[src/rtl/game_pkg.sv]
// Shared types for the life / respawn bookkeeping slice.
//   player_state_t : per-player life FSM states
//   gomba_state_t  : goomba respawn FSM states
//   FRAME_CNT_W    : width of every frame counter (parameters must be <= 255)
package game_pkg;

    localparam int FRAME_CNT_W = 8;
    localparam logic [FRAME_CNT_W-1:0] FRAME_CNT_ONE = FRAME_CNT_W'(1);

    typedef enum logic [1:0] {
        ALIVE,
        DYING,
        RESPAWN,
        OUT
    } player_state_t;

    typedef enum logic {
        G_ALIVE,
        G_DEAD
    } gomba_state_t;

    // Terminal count for a frame window of 'frames' frames.
    function automatic logic [FRAME_CNT_W-1:0] last_frame(input int frames);
        return FRAME_CNT_W'(frames - 1);
    endfunction

endpackage

[src/rtl/player_life_fsm.sv]
// One player's life bookkeeping: death animation hold, respawn with a
// blinking invulnerability window, and lives / game-over tracking.
// Ports:
//   Clk, Reset    : system clock, synchronous active-high reset
//   frame_tick    : 1-Clk pulse per video frame; counters advance only on it
//   dead          : sticky death level from the collision stage
//   mask_active   : dead inputs are ignored while a collision clear settles
//   lives         : remaining lives
//   freeze        : block motion input (DYING / OUT)
//   visible       : sprite enable (blinks during RESPAWN, off when OUT)
//   respawn       : 1-Clk pulse to reload the start position
//   clear_req     : combinational request for a collision flag clear
//   is_out        : player has no lives left and has finished dying
module player_life_fsm
    import game_pkg::*;
#(
    parameter int LIVES         = 3,
    parameter int DEATH_FRAMES  = 90,
    parameter int INVULN_FRAMES = 120
) (
    input  logic       Clk,
    input  logic       Reset,
    input  logic       frame_tick,
    input  logic       dead,
    input  logic       mask_active,
    output logic [1:0] lives,
    output logic       freeze,
    output logic       visible,
    output logic       respawn,
    output logic       clear_req,
    output logic       is_out
);

    player_state_t          state_q, state_d;
    logic [FRAME_CNT_W-1:0] cnt_q, cnt_d;
    logic [1:0]             lives_q, lives_d;
    logic                   respawn_q, respawn_d;

    always_comb begin
        state_d   = state_q;
        cnt_d     = cnt_q;
        lives_d   = lives_q;
        respawn_d = 1'b0;
        clear_req = 1'b0;
        freeze    = 1'b0;
        visible   = 1'b1;

        case (state_q)
            ALIVE: begin
                if (dead && !mask_active) begin
                    state_d = DYING;
                    cnt_d   = '0;
                    if (lives_q != 2'd0) lives_d = lives_q - 2'd1;
                end
            end
            DYING: begin
                freeze = 1'b1;
                if (frame_tick) begin
                    if (cnt_q == last_frame(DEATH_FRAMES)) begin
                        cnt_d = '0;
                        if (lives_q == 2'd0) begin
                            state_d = OUT;
                        end else begin
                            state_d   = RESPAWN;
                            respawn_d = 1'b1;
                            clear_req = 1'b1;
                        end
                    end else begin
                        cnt_d = cnt_q + FRAME_CNT_ONE;
                    end
                end
            end
            RESPAWN: begin
                // Blink period of 8 frames; dead is ignored while invulnerable.
                visible = cnt_q[2];
                if (frame_tick) begin
                    if (cnt_q == last_frame(INVULN_FRAMES)) begin
                        state_d   = ALIVE;
                        cnt_d     = '0;
                        clear_req = 1'b1;
                    end else begin
                        cnt_d = cnt_q + FRAME_CNT_ONE;
                    end
                end
            end
            OUT: begin
                freeze  = 1'b1;
                visible = 1'b0;
            end
            default: state_d = ALIVE;
        endcase
    end

    always_ff @(posedge Clk) begin
        if (Reset) begin
            state_q   <= ALIVE;
            cnt_q     <= '0;
            lives_q   <= 2'(LIVES);
            respawn_q <= 1'b0;
        end else begin
            state_q   <= state_d;
            cnt_q     <= cnt_d;
            lives_q   <= lives_d;
            respawn_q <= respawn_d;
        end
    end

    assign lives   = lives_q;
    assign respawn = respawn_q;
    assign is_out  = (state_q == OUT);

endmodule

[src/rtl/life_respawn_ctrl.sv]
// Life / respawn controller sitting after the collision stage.
// Turns the sticky death levels into per-player life bookkeeping, runs the
// goomba respawn timer and issues collision_clear (ORed into the collision
// stage reset by the top level) so consumed flags drop.
// Ports:
//   Clk, Reset                 : system clock, synchronous active-high reset
//   frame_Clk                  : vsync frame clock, asynchronous to Clk
//   mario/luigi/gomba_dead     : sticky death levels from collision
//   mario/luigi_lives          : remaining lives
//   mario/luigi_freeze         : block motion input
//   mario/luigi_visible        : sprite enables
//   mario/luigi/gomba_respawn  : 1-Clk position reload pulses
//   collision_clear            : 1-Clk collision flag clear pulse
//   game_over                  : both players out, held until Reset
module life_respawn_ctrl
    import game_pkg::*;
#(
    parameter int LIVES         = 3,
    parameter int DEATH_FRAMES  = 90,
    parameter int INVULN_FRAMES = 120,
    parameter int GOMBA_FRAMES  = 180
) (
    input  logic       Clk,
    input  logic       Reset,
    input  logic       frame_Clk,
    input  logic       mario_dead,
    input  logic       luigi_dead,
    input  logic       gomba_dead,
    output logic [1:0] mario_lives,
    output logic [1:0] luigi_lives,
    output logic       mario_freeze,
    output logic       luigi_freeze,
    output logic       mario_visible,
    output logic       luigi_visible,
    output logic       mario_respawn,
    output logic       luigi_respawn,
    output logic       gomba_respawn,
    output logic       collision_clear,
    output logic       game_over
);

    logic                   fsync1_q, fsync1_d;
    logic                   fsync2_q, fsync2_d;
    logic                   fsync3_q, fsync3_d;
    logic                   frame_tick_q, frame_tick_d;
    gomba_state_t           g_state_q, g_state_d;
    logic [FRAME_CNT_W-1:0] g_cnt_q, g_cnt_d;
    logic                   gomba_respawn_q, gomba_respawn_d;
    logic                   collision_clear_q, collision_clear_d;
    logic [1:0]             mask_q, mask_d;
    logic                   game_over_q, game_over_d;

    logic mask_active;
    logic mario_clear, luigi_clear, gomba_clear;
    logic mario_out, luigi_out;
    logic clear_any;

    assign mask_active = (mask_q != 2'd0);

    player_life_fsm #(
        .LIVES(LIVES), .DEATH_FRAMES(DEATH_FRAMES), .INVULN_FRAMES(INVULN_FRAMES)
    ) u_mario (
        .Clk(Clk), .Reset(Reset), .frame_tick(frame_tick_q),
        .dead(mario_dead), .mask_active(mask_active),
        .lives(mario_lives), .freeze(mario_freeze), .visible(mario_visible),
        .respawn(mario_respawn), .clear_req(mario_clear), .is_out(mario_out)
    );

    player_life_fsm #(
        .LIVES(LIVES), .DEATH_FRAMES(DEATH_FRAMES), .INVULN_FRAMES(INVULN_FRAMES)
    ) u_luigi (
        .Clk(Clk), .Reset(Reset), .frame_tick(frame_tick_q),
        .dead(luigi_dead), .mask_active(mask_active),
        .lives(luigi_lives), .freeze(luigi_freeze), .visible(luigi_visible),
        .respawn(luigi_respawn), .clear_req(luigi_clear), .is_out(luigi_out)
    );

    always_comb begin
        // Two-flop synchronizer plus an edge-detect flop; the registered
        // tick lands 3 Clk after the frame_Clk edge.
        fsync1_d     = frame_Clk;
        fsync2_d     = fsync1_q;
        fsync3_d     = fsync2_q;
        frame_tick_d = fsync2_q & ~fsync3_q;

        g_state_d       = g_state_q;
        g_cnt_d         = g_cnt_q;
        gomba_respawn_d = 1'b0;
        gomba_clear     = 1'b0;

        case (g_state_q)
            G_ALIVE: begin
                if (gomba_dead && !mask_active) begin
                    g_state_d = G_DEAD;
                    g_cnt_d   = '0;
                end
            end
            G_DEAD: begin
                if (frame_tick_q) begin
                    if (g_cnt_q == last_frame(GOMBA_FRAMES)) begin
                        g_state_d       = G_ALIVE;
                        g_cnt_d         = '0;
                        gomba_respawn_d = 1'b1;
                        gomba_clear     = 1'b1;
                    end else begin
                        g_cnt_d = g_cnt_q + FRAME_CNT_ONE;
                    end
                end
            end
            default: g_state_d = G_ALIVE;
        endcase

        // Simultaneous requests collapse into one pulse.
        clear_any         = mario_clear | luigi_clear | gomba_clear;
        collision_clear_d = clear_any;

        // The mask loads alongside the clear pulse, so the dead levels seen
        // on the request edge still count, while the next two edges (flag
        // clear latency plus one cycle of margin) are ignored.
        if (clear_any)        mask_d = 2'd2;
        else if (mask_active) mask_d = mask_q - 2'd1;
        else                  mask_d = 2'd0;

        game_over_d = game_over_q | (mario_out & luigi_out);
    end

    always_ff @(posedge Clk) begin
        if (Reset) begin
            fsync1_q          <= 1'b0;
            fsync2_q          <= 1'b0;
            fsync3_q          <= 1'b0;
            frame_tick_q      <= 1'b0;
            g_state_q         <= G_ALIVE;
            g_cnt_q           <= '0;
            gomba_respawn_q   <= 1'b0;
            collision_clear_q <= 1'b0;
            mask_q            <= 2'd0;
            game_over_q       <= 1'b0;
        end else begin
            fsync1_q          <= fsync1_d;
            fsync2_q          <= fsync2_d;
            fsync3_q          <= fsync3_d;
            frame_tick_q      <= frame_tick_d;
            g_state_q         <= g_state_d;
            g_cnt_q           <= g_cnt_d;
            gomba_respawn_q   <= gomba_respawn_d;
            collision_clear_q <= collision_clear_d;
            mask_q            <= mask_d;
            game_over_q       <= game_over_d;
        end
    end

    assign gomba_respawn   = gomba_respawn_q;
    assign collision_clear = collision_clear_q;
    assign game_over       = game_over_q;

endmodule

[config.mk]
export PLATFORM = sky130hd
export DESIGN_NAME = life_respawn_ctrl
export DESIGN_NICKNAME = d
export VERILOG_FILES = /design/src/rtl/game_pkg.sv /design/src/rtl/player_life_fsm.sv /design/src/rtl/life_respawn_ctrl.sv
export SDC_FILE = /design/constraint.sdc
export NUM_CORES = 1
export LEC_CHECK = 0
export CAP_MARGIN = 20
export CORE_MARGIN = 1.5
export CORE_UTILIZATION = 62
export DETAILED_ROUTE_END_ITERATION = 8
export PLACE_DENSITY = 0.84
export REMOVE_ABC_BUFFERS = 1
export SYNTH_ARGS = -nofsm -noshare
export SYNTH_HDL_FRONTEND = slang
export SYNTH_SLANG_ARGS = --single-unit
[constraint.sdc]
create_clock -name Clk -period 4.39 [get_ports Clk]
set_clock_uncertainty 0.05 [all_clocks]
set_input_delay 0.878 -clock Clk [delete_from_list [all_inputs] [get_ports Clk]]
set_output_delay 0.878 -clock Clk [all_outputs]
set_load 0.05 [all_outputs]
======== Word level (Yosys, flattened, before mapping) ========
Index checks and enable logic that the tools add are counted.
word-level totals
  register bits ........................... 44
  output and inout bits ................... 13
  word-level logic and storage cells ...... 138
  input bits .............................. 6
operators by class
  reduce and logical (&&, ||, !) cells .... 25
  muxes and demuxes ....................... 55
  equality and inequality tests ........... 23
  $add $sub $neg .......................... 6
  bitwise operators ....................... 10
operators by type and width
  cell                                                                      number
  8-bit 2-to-1 mux                                                          13
  8-bit case mux with 3 select lines                                        2
  8-bit by 7-bit == test with 1-bit output (second input constant)          4
  8-bit by 1-bit adder with 8-bit output (second input constant)            3
  2-bit 2-to-1 mux                                                          12
  1-bit 2-to-1 mux                                                          20
  8-bit case mux with 2 select lines                                        1
  2-bit by 1-bit inequality test with 1-bit output (second input constant)  6
  2-bit inequality test (second input constant)                             6
  2-bit case mux with 3 select lines                                        2
  6-bit AND reduction                                                       2
  1-bit case mux with 2 select lines                                        5
  2-bit == test (second input constant)                                     4
  8-bit == test (second input constant)                                     1
  2-bit logical NOT                                                         4
  4-bit AND reduction                                                       2
  2-bit OR reduction                                                        4
  3-bit AND reduction                                                       2
  2-bit nonzero test                                                        3
  3-bit nonzero test                                                        2
  2-bit by 1-bit subtractor with 2-bit output (second input constant)       3
  1-bit inverter                                                            5
  2-bit by 1-bit == test with 1-bit output (second input constant)          2
  1-bit logical AND                                                         3
  other kinds (5)                                                           8

======== Logic depth before layout (Yosys ltp) ========
Gate-level depths: netlist of run 1.
  word-level depth ........................ 8
  gate-level depth with buffers ........... 7
  gate-level depth less buffers ........... 6

======== Hierarchy ========
A second synthesis of run 1 with hierarchy kept.
unflattened totals
  cell total of the unflattened synthesis .. 307
  area, all modules ....................... 2696.3 sq um
modules (own cells, without submodules)
  module                     times used  cells each  area each (sq um)  seq. area each (sq um)
  player_life_fsm (u_mario)  1           115         985.9              260.2
  player_life_fsm (u_luigi)  1           112         973.4              260.2
  life_respawn_ctrl          1           80          737.0              360.3

======== Worst setup path after synthesis of run 1 ========
OpenSTA, ideal clock, no wires.
  path kind ............................... flip-flop to output port
  start ................................... register u_mario.state_q[0]
  end ..................................... output port mario_visible
  data arrival time ....................... 1553 ps
  required time ........................... 3462 ps
  buffers on the path ..................... 0
  cell stages (with the launch flop) ...... 6
  slack ................................... 1909 ps
  cells stage by stage .................... dfxtp_1 -> inv_1 -> ha_1 -> inv_1 -> nor2_1 -> a21oi_1
between the ends
  longest elaborated chain between the ends .. 2
  elaborated cells between the ends (all ways) .. 3
  classes of those cells .................. 2 x eq/ne; 1 x mux
ends and longest elaborated chain
  item                                    RTL line                 text
  start: declaration                      player_life_fsm.sv:34    player_state_t state_q, state_d;
  start signal: assignment                player_life_fsm.sv:101   state_q <= state_d;
  2-bit == test                           player_life_fsm.sv:48    case (state_q)
  1-bit case mux with 2 select lines (*)  player_life_fsm.sv:48
  end: declaration                        life_respawn_ctrl.sv:33  output logic mario_visible,
Every way passes the cells marked *; elsewhere a longest branch is shown, timed or not.

======== Final worst setup path of run 1 ========
Same ends and word-level chain as after synthesis.

==> results of run 1 <==
-- path summary, 6_finish.rpt --
check,startpoint,endpoint,slack [ns],cells past startpoint
max,u_mario.state_q[0],mario_visible,1.33,6
min,fsync3_q,frame_tick_q,0.33,1
max reg2reg,u_mario.state_q[0],u_mario.cnt_q[1],2.03,6
min reg2reg,fsync3_q,frame_tick_q,0.33,1
-- flip-flops by register name, summed over array words and instances (netlist names) --
name             count
collision_clear      1
frame_tick_q         1
fsync1_q             1
fsync2_q             1
fsync3_q             1
g_cnt_q              8
g_state_q            1
game_over            1
gomba_respawn        1
mask_q               2
u_luigi.cnt_q        8
u_luigi.lives        2
u_luigi.respawn      1
u_luigi.state_q      2
u_mario.cnt_q        8
u_mario.lives        2
u_mario.respawn      1
u_mario.state_q      2
-- placed cells by master (no fill, tap or decap), drive strengths merged, types with 4 or more instances in the layout --
cell and count:
o21a 4, nand2 31, a31oi 8, a211oi 5, a21oi 17, o21ai 8, clkbuf 8, nor3 5
inv 18, dfxtp 44, xnor2 4, nand3 12, clkdlybuf4s50 18, a311oi 5, and3 4, ha 15
o2111ai 15, o31ai 4, nor2b 4, mux2i 4, nor2 16
-- cells in the mapped netlist (5+ instances only) --
master,number,area [sq um]
dfxtp_1,44,880.8
nor2_1,16,60.06
nand3_1,12,60.06
nand2_1,31,116.4
clkbuf_1,10,37.54
inv_1,18,67.56
a211oi_1,5,37.54
nor3_1,5,25.02
a31oi_1,8,50.05
ha_1,15,187.7
a21oi_1,17,85.08
a311oi_1,5,43.79
o21ai_0,8,40.04
o2111ai_1,15,131.4
-- cell type report --
| type | instances | area share, % |
|---|---|---|
| clock buffers | 8 | 3.315 |
| multi-input cells | 208 | 51.98 |
| repair buffers | 21 | 7.459 |
| flip-flops and latches | 44 | 32.41 |
| inverters | 19 | 2.624 |
| well taps | 48 | 2.210 |
-- metal layers --
metal / vias to the layer above / global-route usage, %
met5: - / 0
met3: 7 / 5.308
met2: 68 / 44.95
met1: 1030 / 36.02
met4: 0 / 9.635
li1: 1100 / -
-- metrics by stage --
stage	setup slack [ns]	cell area, sq um	hold WS [ns]
floorplan	1.912	2365	0.3174
global placement	1.239	2628	0.3209
detailed placement	1.256	2628	0.3319
CTS	1.327	2718	0.3402
global route	1.208	2718	0.3442
finish	1.330	2718	0.3349
-- logic make-up (layout without fill, tap and decap cells) --
kind of cell,count (synthesis),count (layout),share of synthesized area [%]
and+or+nand+nor,102,102,22.95
muxes,4,4,1.647
buffers and inverters,32,48,5.661
adders and majority gates,15,15,7.720
DFF,44,44,36.23
AOI/OAI and AO/OA,83,83,24.35
xor gates and xnor gates,4,4,1.441
-- worst max-delay path, cell delays in order, from the launching register on --
cell,delay (ns)
dfxtp_1,0.37
inv_1,0.09
ha_1,0.28
inv_1,0.11
nor2_1,0.04
a21oi_1,0.13
clkdlybuf4s50_1,0.81
-- power groups by stage --
stage               clock network [mW]  logic, mW  registers, mW
global route                     0.286      0.667          0.476
detailed placement                   0      0.597          0.479
CTS                              0.267      0.601          0.471
floorplan                            0      0.379          0.522
global placement                     0      0.581          0.478
finish                           0.262      0.605          0.471
==> reports/metrics.cfg, run 1 <==
[outcome]
status=finished clean

[synth]
avgSynthCellArea_sq_um=8.560
synth.distinct_cells=52
synth-edff-count=0
ys_ff_latch=44
synthesis.instances=284
async_flop_share_pct=0
yosysWarnings=0
synth-main-ff-cell=dfxtp_1
ys_seq_area_share_pct=36.23
netlist_area_sq_um=2431

[clocking]
clock_latency_ns=0.30
clk_pin_slew_ns=0.08
clockRootBuffer=clkbuf_8
clock_path_buffers=2
cts_resized=0
cts.sinks=44
hold_buffers=0
cts_tree=done
cts.htree.levels=2
post-cts-setup-buffers=0
cts_made_buffers=5

[final_layout]
final_core_utilization_pct=73.13
final_cells=348
final-seq-area_sq_um=880.8
final_nets=320
syn2layout_area_growth_pct=11.79
multi_input_area_sq_um=1413
n_fill_cell=287
drive_gt1_share_pct=6.333
n_antenna_cell=0

[power_and_ir_drop]
power_frac_comb_pct=45.2
p_total_mw=1.338
swShare_pct=42.46
ir_worst_vdd_uv=270.6
p_sw_uw=568.1
p_per_area_nw_per_um2=492.3
clock_power_share_pct=19.6
pwr-share-seq_pct=35.2
p_int_uw=769.8
leakagePower_nw=0.9676

[place]
place_hpwl_microns=3621
dp.cells=340
gp_congestion=0.8295
portBuffers=18

[route]
met1Wirelength_microns=2478
first_iter_violations=149
maxUsedRoutingLayer=met4
met2_length_microns=2460
avgRoutedWirePerCell_microns=15.09
dr.pass1.iters=4
via_count=2205
routed_wl_microns=5252
dr_wl_met3_microns=236
via_per_inst=6.336
ant_nets=0
drcViolationCount=0

[sta]
final_max_slew_viol_count=0
post-route-min-period_ns=3.060
fin_crit_sh_pct=69.71
rsz0062_at_grt=no
max_freq_mhz=326.8
setup_viol=0
slew_headroom_pct=26.46
final_hold_viol_count=0
fin_setup_tns_ns=0
tightest_slew_ns=1.101

[worst_setup_path]
critPathKind=reg2out
crit_path_start_kind=flop
crit_required_ns=3.46
critPathMaxFanout=7
cp.arrival_ns=2.13
crit_path_end_kind=output pin

[floorplanning]
core_area_sq_um=3716
die_y_microns=65.62
start_util_pct=65.42
dieArea_sq_um=4306
rows=22
dieWidth_microns=65.62
io_pins=19

[global_routing]
grt_usage_pct=27.48
overflow=0
grt_max_degree=22
grt_pass1_vias=2034
antenna_found_initial=0
grt_pass1_wl_microns=9204

[run]
drv_cap=0

[worst_hold_path]
hp-class=reg2reg

Note: power is estimated with default switching activity, not from simulation.
==> run 2, diff against run 1 <==
Settings changed: CORE_UTILIZATION 62 to 52, PLACE_DENSITY 0.84 to 0.75.
Clock period 4.39 ns to 2.6 ns, I/O delays scaled along.
==> run 2 against run 1 <==
  * Global-route usage down 6.5 points
  * Core utilization is 9.8 points lower
  * First-iteration DRC count shrank 15%
  * Combinational power grew 79%
  * Largest power group unchanged
  * Clock power is 98% higher
  * Die area rose by 18%
  * Cell area increased by 2.9%
==> reports/metrics.cfg, run 2 (synthesis gave the netlist of run 1 again) <==
[outcome]
status=finished clean

[worst_setup_path]
r2r_cells=6  ; unchanged
reg2reg_slack_ns=0.43  ; -1.60 ns
crit_required_ns=2.03  ; -1.43 ns
r2r-start=u_mario.state_q[0]
cp.arrival_ns=1.78  ; -0.35 ns
crit_path_start_kind=flop
reg2reg_to=u_mario.cnt_q[6]
critPathKind=reg2out
critPathMaxFanout=8  ; +1
setup.worst_path.start=u_mario.state_q[1]
cp-endpoint=mario_freeze
crit_path_end_kind=output pin

[power_and_ir_drop]
leakagePower_nw=1.035  ; +7.0%
p_per_area_nw_per_um2=857.7  ; +74%
p_total_mw=2.399  ; +79%
ir_worst_vdd_uv=377.4  ; +39%

[final_layout]
n_antenna_cell=0  ; unchanged
final_cell_mix=44 x dfxtp_1, 31 x nand2_1, 18 x inv_1, 17 x a21oi_1, 16 x nor2_1
final_nets=328  ; +2.5%
drive_gt1_share_pct=9.740  ; +3.4 points
syn2layout_area_growth_pct=15.03
reg_top3=g_cnt_q: 8 flops, u_luigi.cnt_q: 8 flops, u_mario.cnt_q: 8 flops
final_cell_area_sq_um=2796  ; +2.9%
final_common_cell=dfxtp_1

[sta]
final_hold_viol_count=0  ; unchanged
tightest_slew_ns=0.4854  ; -0.6154 ns
slew_headroom_pct=67.20  ; +41 points
setup_viol=0  ; unchanged
fin_setup_tns_ns=0  ; unchanged
fin_crit_sh_pct=90.39
post-route-min-period_ns=2.350
max_freq_mhz=425.5
setup_ws_ns=0.2499  ; -1.080 ns
final_max_slew_viol_count=0  ; unchanged
rsz0062_at_grt=no

[clocking]
cts_resized=1  ; +1
cts_tree=done
clock_latency_ns=0.30  ; about the same
clock_path_buffers=2  ; unchanged
cts.sinks=44  ; unchanged
cts_made_buffers=5  ; unchanged
cts.htree.levels=2  ; unchanged
clockRootBuffer=clkbuf_8
post-cts-setup-buffers=0  ; unchanged
hold_buffers=0  ; unchanged
clk_pin_slew_ns=0.08  ; about the same

[place]
place_hpwl_microns=3606  ; -0.40%
pre_cts_ws_ns=0.01449  ; -1.241 ns
dpl_cell_area_sq_um=2688  ; +2.3%
gp_congestion=0.8448  ; +1.8%
portBuffers=18  ; unchanged

[route]
drcViolationCount=0  ; unchanged
routed_wl_microns=5141  ; -2.1%
avgRoutedWirePerCell_microns=14.28  ; -5.4%
first_iter_violations=127  ; -15%
dr.pass1.iters=4  ; unchanged
via_count=2203  ; -0.091%
via_per_inst=6.119  ; -3.4%
ant_nets=0  ; unchanged

[global_routing]
antenna_found_initial=0  ; unchanged
overflow=0  ; unchanged
grt_max_degree=21  ; -4.5%
grt_pass1_wl_microns=8700  ; -5.5%
grt_usage_pct=20.98  ; -6.5 points
grt_pass1_vias=1930  ; -5.1%

[floorplanning]
dieWidth_microns=71.38  ; +8.8%
core_area_sq_um=4414  ; +19%
rows=24  ; +9.1%
dieArea_sq_um=5094  ; +18%
io_pins=19  ; unchanged
die_y_microns=71.38  ; +8.8%
start_util_pct=55.07  ; -10 points

[run]
drv_cap=0  ; unchanged

[worst_hold_path]
hp-class=reg2reg

==> run 2: layer usage <==
layer	track usage [%]	share of wire [%]
met1	28.75	50
met5	0	0
met4	5.031	1.0
met3	4.782	3.8
met2	33.74	45
==> run 2: layout make-up <==
cell class / instances / area [sq um]
fill: 393 / 1618
clock buffer: 6 / 72.57
multi-input combinational: 208 / 1413
sequential: 44 / 880.8
timing repair buffer: 29 / 259.0
clock inverter: 2 / 35.03
tap: 52 / 65.06
inverter: 19 / 71.32
==> run 2: worst min path at each step <==
stage                     startpoint           end  slack [ns]  cells after the start
after CTS                   fsync3_q  frame_tick_q        0.34                      1
after detailed placement    fsync3_q  frame_tick_q        0.33                      1
after global placement      fsync3_q  frame_tick_q        0.32                      1
after floorplan             fsync3_q  frame_tick_q        0.32                      1
final                       fsync3_q  frame_tick_q        0.34                      1
after global routing        fsync3_q  frame_tick_q        0.34                      1
==> run 2: power breakdown <==
| group | total (mW) | internal [mW] | switching, mW |
|---|---|---|---|
| clock network | 0.519 | 0.285 | 0.233 |
| registers | 0.796 | 0.737 | 0.0592 |
| logic | 1.08 | 0.405 | 0.679 |
| total | 2.40 | 1.43 | 0.972 |
==> run 2: critical path, stage by stage (launching register included) <==
cell and delay, ns:
dfxtp_1 0.37, inv_1 0.09, ha_1 0.28, or2_2 0.32
dlygate4sd2_1 0.42
==> run 2: metrics by stage <==
stage	instances	hold slack [ns]	util [%]
6_report	360	0.3376	63.35
4_1_cts	360	0.3370	63.29
5_1_grt	360	0.3427	63.35
3_5_place_dp	352	0.3252	60.88
2_1_floorplan	271	0.3174	-
3_3_place_gp	352	0.3200	60.88
